==> src/rtl/bus_master_if_pkg.sv <==
// Shared definitions for the bus initiator: state encoding, direction and
// active-low strobe levels, and default bus widths.
package bus_master_if_pkg;

  typedef enum logic [1:0] {
    IDLE   = 2'd0,
    REQ    = 2'd1,
    ACCESS = 2'd2,
    STALL  = 2'd3
  } state_t;

  localparam logic READ  = 1'b1;
  localparam logic WRITE = 1'b0;

  // Bus strobes, request and ready are all active-low.
  localparam logic ENABLE_  = 1'b0;
  localparam logic DISABLE_ = 1'b1;

  localparam int DEFAULT_ADDR_W = 30;
  localparam int DEFAULT_DATA_W = 32;

endpackage

==> src/rtl/bus_master_if_timer.sv <==
// Ready-wait watchdog for bus_master_if: counts stalled ACCESS cycles and
// flags the cycle in which the wait reaches TIMEOUT_CYC.
module bus_master_if_timer #(
  parameter int TIMEOUT_CYC = 255
) (
  input  logic clk,
  input  logic reset,
  input  logic clear,
  input  logic enable,
  output logic hit
);

  localparam int CNT_W = ($clog2(TIMEOUT_CYC + 1) > 8) ? $clog2(TIMEOUT_CYC + 1) : 8;

  logic [CNT_W-1:0] count;

  // The terminal cycle is the one whose increment would reach TIMEOUT_CYC.
  assign hit = enable && (count == CNT_W'(TIMEOUT_CYC - 1));

  always_ff @(posedge clk) begin
    if (!reset || clear) begin
      count <= '0;
    end else if (enable) begin
      count <= count + CNT_W'(1);
    end
  end

endmodule

==> src/rtl/bus_master_if.sv <==
// Bus initiator turning one-cycle CPU accesses into arbitrated bus transactions.
// Define BUS_MASTER_IF_TIMEOUT_EN to abort ready-waits after TIMEOUT_CYC cycles.
module bus_master_if
  import bus_master_if_pkg::*;
#(
  parameter int ADDR_W      = DEFAULT_ADDR_W,
  parameter int DATA_W      = DEFAULT_DATA_W,
  parameter int TIMEOUT_CYC = 255
) (
  input  logic              clk,
  input  logic              reset,
  input  logic              stall,
  input  logic              flush,
  input  logic              cpu_as_,
  input  logic              cpu_rw,
  input  logic [ADDR_W-1:0] cpu_addr,
  input  logic [DATA_W-1:0] cpu_wr_data,
  output logic [DATA_W-1:0] cpu_rd_data,
  output logic              busy,
  output logic              err,
  output logic              bus_req_,
  input  logic              bus_grnt_,
  output logic              bus_as_,
  output logic              bus_rw,
  output logic [ADDR_W-1:0] bus_addr,
  output logic [DATA_W-1:0] bus_wr_data,
  input  logic [DATA_W-1:0] bus_rd_data,
  input  logic              bus_rdy_
);

  state_t state;
  logic   timeout_hit;

`ifdef BUS_MASTER_IF_TIMEOUT_EN
  bus_master_if_timer #(
    .TIMEOUT_CYC(TIMEOUT_CYC)
  ) u_timer (
    .clk   (clk),
    .reset (reset),
    .clear (state != ACCESS),
    .enable(state == ACCESS && bus_rdy_ == DISABLE_),
    .hit   (timeout_hit)
  );
`else
  localparam int unused_timeout_cyc = TIMEOUT_CYC;
  assign timeout_hit = 1'b0;
`endif

  always_ff @(posedge clk) begin
    if (!reset) begin
      state       <= IDLE;
      bus_req_    <= DISABLE_;
      bus_as_     <= DISABLE_;
      bus_rw      <= READ;
      bus_addr    <= '0;
      bus_wr_data <= '0;
      cpu_rd_data <= '0;
      err         <= 1'b0;
    end else begin
      err <= 1'b0;
      case (state)
        IDLE: begin
          if (cpu_as_ == ENABLE_ && !flush) begin
            bus_addr    <= cpu_addr;
            bus_rw      <= cpu_rw;
            bus_wr_data <= cpu_wr_data;
            bus_req_    <= ENABLE_;
            state       <= REQ;
          end
        end
        REQ: begin
          if (bus_grnt_ == ENABLE_) begin
            bus_as_ <= ENABLE_;
            state   <= ACCESS;
          end
        end
        // Address strobe lasts one cycle; the request is held until ready.
        ACCESS: begin
          bus_as_ <= DISABLE_;
          if (bus_rdy_ == ENABLE_) begin
            bus_req_ <= DISABLE_;
            if (bus_rw == READ) begin
              cpu_rd_data <= bus_rd_data;
            end
            state <= stall ? STALL : IDLE;
          end else if (timeout_hit) begin
            bus_req_    <= DISABLE_;
            cpu_rd_data <= '0;
            err         <= 1'b1;
            state       <= stall ? STALL : IDLE;
          end
        end
        STALL: begin
          if (!stall) begin
            state <= IDLE;
          end
        end
        default: state <= IDLE;
      endcase
    end
  end

  always_comb begin
    busy = 1'b0;
    case (state)
      IDLE:    busy = (cpu_as_ == ENABLE_) && !flush;
      REQ:     busy = 1'b1;
      ACCESS:  busy = (bus_rdy_ == DISABLE_) && !timeout_hit;
      default: busy = 1'b0;
    endcase
  end

endmodule

==> config.mk <==
export PLATFORM = sky130hd
export DESIGN_NAME = bus_master_if
export DESIGN_NICKNAME = d
export VERILOG_FILES = /design/src/rtl/bus_master_if_pkg.sv /design/src/rtl/bus_master_if_timer.sv /design/src/rtl/bus_master_if.sv
export SDC_FILE = /design/constraint.sdc
export NUM_CORES = 1
export LEC_CHECK = 0
export CAP_MARGIN = 30
export CORE_ASPECT_RATIO = 1.2
export CORE_MARGIN = 2
export CORE_UTILIZATION = 42
export CTS_CLUSTER_DIAMETER = 150
export CTS_CLUSTER_SIZE = 20
export DETAILED_ROUTE_END_ITERATION = 10
export PLACE_DENSITY = 0.91
export SYNTH_ARGS = -nofsm -noshare
export SYNTH_HDL_FRONTEND = slang
export SYNTH_HIERARCHICAL = 1
export SYNTH_SLANG_ARGS = --single-unit
==> constraint.sdc <==
create_clock -name clk -period 4.3 [get_ports clk]
set_clock_uncertainty 0.2 [all_clocks]
set_input_delay 0.645 -clock clk [delete_from_list [all_inputs] [get_ports clk]]
set_output_delay 0.645 -clock clk [all_outputs]
set_load 0.01 [all_outputs]
Word level (Yosys, flattened, before mapping)
Index checks and enable logic that the tools add are counted.
{"block": "totals", "word_cells": 38, "output_inout_bits": 99, "in_bits": 102, "regBits": 99}
{"block": "op_classes", "bitwise_logic": 2, "eq_ne": 7, "n_reduce_logical": 10, "mux": 12}
{"op": "$mux 2", "count": 5}
{"op": "$ne 2x2->1 const B", "count": 4}
{"op": "$pmux 2 s4", "count": 1}
{"op": "$reduce_and 3->1", "count": 2}
{"op": "$eq 2x2->1 const B", "count": 2}
{"op": "$pmux 1 s2", "count": 2}
{"op": "$reduce_and 2->1", "count": 2}
{"op": "$reduce_and 4->1", "count": 1}
{"op": "$reduce_bool 2->1", "count": 2}
{"op": "$mux 1", "count": 3}
{"op": "$pmux 1 s3", "count": 1}
{"op": "$eq 2x1->1 const B", "count": 1}
{"op": "$logic_not 2->1", "count": 1}
{"op": "$not 1->1", "count": 2}
{"op": "$logic_and 1x1->1", "count": 1}
{"op": "$logic_not 1->1", "count": 1}

Longest topological paths before layout
{"block": "depth", "word_depth": 4, "ltp_mapped": 6, "mapped_depth_nobuf": 3}

Least setup slack after synthesis
No wires, ideal clock.
{"block": "synth_path", "path_type": "input to output", "from": "input flush", "to": "output busy", "path_stages": 3, "t_required_ns": 3.455, "setup_slack_ns": 2.412, "arrival_ns": 1.043, "n_path_buf": 0, "path_cell_list": "nor2_1 -> nor2_1 -> o21ai_0"}
{"block": "synth_via", "elab_chain_cells": 3}
{"element": "start: declaration", "line_no": "bus_master_if.sv:13", "rtl": "input logic flush,"}
{"element": "$logic_not 1->1", "line_no": "bus_master_if.sv:106", "rtl": "IDLE: busy = (cpu_as_ == ENABLE_) && !flush;"}
{"element": "$logic_and 1x1->1", "line_no": "bus_master_if.sv:106"}
{"element": "$pmux 1 s3", "line_no": "bus_master_if.sv:105", "rtl": "case (state)"}
{"element": "end: declaration", "line_no": "bus_master_if.sv:19", "rtl": "output logic busy,"}
Every way passes these cells.

Worst setup path after layout
{"block": "layout_path", "from": "input bus_rdy_", "to": "output busy"}
{"block": "layout_via", "elab_chain_cells": 1}
{"element": "start: declaration", "line_no": "bus_master_if.sv:28", "rtl": "input logic bus_rdy_"}
{"element": "$pmux 1 s3", "line_no": "bus_master_if.sv:105"}
Every way passes these cells.

==> flow_metrics.env <==
export IMPL_status="finished, final reports clean"
export IMPL_syn_area_um2=3770
export IMPL_wl_um=10700
export IMPL_yosysSeqAreaShare_pct=52.6
export IMPL_grt_pass1_vias=3492
export IMPL_synth_area_leaders="dfxtp_1 (53%), nand2_1 (16%), a21boi_1 (12%), o21ai_0 (4.8%), nand3_1 (4.4%)"
export IMPL_dpl_cell_area_um2=5720
export IMPL_crit_path_end_kind="output pin"
export IMPL_met1_length_um=4270
export IMPL_grt_total_usage_pct=21.6
export IMPL_top_layer_used="met4"
export IMPL_die_y_um=108
export IMPL_core_um2=8660
export IMPL_met3_length_um=943
export IMPL_worst_slew_pin_slew_ns=0.944
export IMPL_clk_path_buf_depth=2
export IMPL_slew_viol_final=0
export IMPL_crit_chain="clkdlybuf4s50_1, nor2b_1, nand2_1, o21ai_0, clkdlybuf4s50_1"
export IMPL_timing_rr_start="state[0]"
export IMPL_critical_path_arrival_ns=2.16
export IMPL_syn_mean_instance_area_um2=8.49
export IMPL_min_from="bus_wr_data[2]"
export IMPL_first_pass_iters=5
export IMPL_antennaDiodeCount=0
export IMPL_power_density_nw_per_um2=318
export IMPL_finalHoldViolCount=0
export IMPL_place_gp_congestion=0.771
export IMPL_path_delay_family="buffers and inverters"
export IMPL_crit_start="bus_rdy_"
export IMPL_vias=3593
export IMPL_drc_errors=0
export IMPL_post_route_util_pct=68.4
export IMPL_grt_pass1_wl_um=17000
export IMPL_antenna_found_initial=0
export IMPL_dieArea_um2=9750
export IMPL_grt_overflow=0
export IMPL_peakVddDrop_mv=0.177
export IMPL_fin_setup_tns_ns=0
export IMPL_synth_seq_cells=99
export IMPL_ctsHoldBuffers=0
export IMPL_timing_final_crit_share_pct=70.0
export IMPL_critPathKind="in -> out"
export IMPL_cp_max_fo=3
export IMPL_fin_area_um2=5920
export IMPL_die_width_um=90.5
export IMPL_io_pins=201
export IMPL_syn_inst=444
export IMPL_grt_max_degree=108
export IMPL_cts_htree_levels=3
export IMPL_grt_setup_unrepaired="no"
export IMPL_crit_buf_inv=2
export IMPL_timing_slew_headroom_pct=36.6
export IMPL_port_buffers=199
export IMPL_whs_ns=0.258
export IMPL_yosysTopAreaCell="dfxtp_1"
export IMPL_ys_warn_count=6
export IMPL_final_min_clock_period_ns=3.01
export IMPL_clock_fmax_mhz=332
export IMPL_rows=37
export IMPL_area_delta_synth_final_pct=57.1
export IMPL_wl_met2_um=5260
export IMPL_cts_buffers=9
export IMPL_cp_common_cell="clkdlybuf4s50_1"
export IMPL_cts_setup_buffers=0
export IMPL_required_ns=3.45
export IMPL_dp_hpwl_um=7610
export IMPL_synth_top_area_share_pct=52.6
export IMPL_wire_per_inst_um=14.4
export IMPL_synth_nets=546
export IMPL_worst_slack_ns=1.29
export IMPL_cpPeakStageDelay_ns=0.59
export IMPL_drv_cap=0
export IMPL_clock_latency_ns=0.35
export IMPL_yosysUniqueCellTypes=22
export IMPL_finalSetupViolations=0
export IMPL_cts_tree="done"
export IMPL_cts_sinks=99
export IMPL_via_per_inst=4.84
export IMPL_p_leak_uw=0.00210
export IMPL_root_buffer="clkbuf_8"
export IMPL_hp_class="reg -> reg"
export IMPL_initial_core_util_pct=43.5
export IMPL_fin_nets=722
export IMPL_pre_cts_ws_ns=1.28
export IMPL_drt_antenna_violating_nets=0
export IMPL_cp_start_kind="primary input"
export IMPL_crit_slowest_cell="clkdlybuf4s50_1"
export IMPL_cts_resized=0
export IMPL_path_clk_slew_ns=0.09
export IMPL_drive_gt1_share_pct=3.68
export IMPL_drt_iter0_drc=146
## cell usage after synthesis (all sizes together)
cell	count
nand2	161
dfxtp	99
a21boi	63
o21ai	36
nand3	33
buf	20
clkbuf	17
inv	2
nor2	2
nor2b	2
a21oi	1
and3	1
conb	1
nor4	1
nor4bb	1
o311ai	1
o31ai	1
or3b	1
or4	1
## state kept, by name, summed over array words and instances, names as in the netlist
signal       count
cpu_rd_data     32
bus_wr_data     32
bus_rw           1
state            2
bus_as_          1
bus_req_         1
bus_addr        30
## worst reg2reg max path, cell delays in order, from the launching register on
cell and delay (ns):
dfxtp_1 0.45, nor4_4 0.88, buf_12 0.32, nand2_1 0.11, a21boi_1 0.15
## where the power goes
part / switching, µW / internal, µW / total (µW)
sequential: 22.1 / 953 / 975
combinational: 121 / 179 / 301
clock: 316 / 289 / 604
## through the flow
stage / total power (µW) / cells
finish: 1880 / 742
global route: 1960 / 742
CTS: 1900 / 742
detailed placement: 1300 / 726
global placement: 1280 / 725
floorplan: 1120 / 444
## per-layer routing
metal	vias to the layer above	GRT usage, %
li1	1801	-
met1	1618	24.6
met2	157	36.9
met3	17	7.56
met4	0	9.34
met5	-	0
## layout make-up
class | instances | area [µm²]
clock buffer | 11 | 141
clock inverter | 5 | 60.1
fill | 662 | 2740
inverter | 2 | 7.51
multi-input combinational | 306 | 1540
sequential | 99 | 1980
tap | 117 | 146
timing repair buffer | 202 | 2040
## worst paths after layout
check / endpoint / slack (ns) / depth (start not counted)
hold / removal: bus_wr_data[2] / 0.26 / 2
setup reg to reg: bus_wr_data[25] / 2.12 / 4
hold reg to reg: bus_wr_data[2] / 0.26 / 2
setup / recovery: busy / 1.29 / 5
## cells in the final DEF (no fill, tap or decap), types with 2 or more instances in the layout
| master | instances |
|---|---|
| inv_1 | 2 |
| inv_6 | 2 |
| nand2_1 | 161 |
| a21boi_1 | 59 |
| nand3_1 | 33 |
| clkdlybuf4s50_1 | 198 |
| dfxtp_1 | 99 |
| a21boi_0 | 4 |
| nor2b_1 | 2 |
| buf_4 | 2 |
| nor2_1 | 2 |
| clkbuf_8 | 10 |
| o21ai_0 | 36 |
## logic make-up (layout without fill, tap and decap cells)
| family | Yosys count | in the layout | synth area share (%) |
|---|---|---|---|
| compound gates | 102 | 102 | 17.9 |
| buf+inv | 39 | 220 | 6.94 |
| flops | 99 | 99 | 52.6 |
| other cells | 1 | 1 | 0.0995 |
| simple gates | 203 | 203 | 22.5 |
Power figures use the tool's default switching activity.
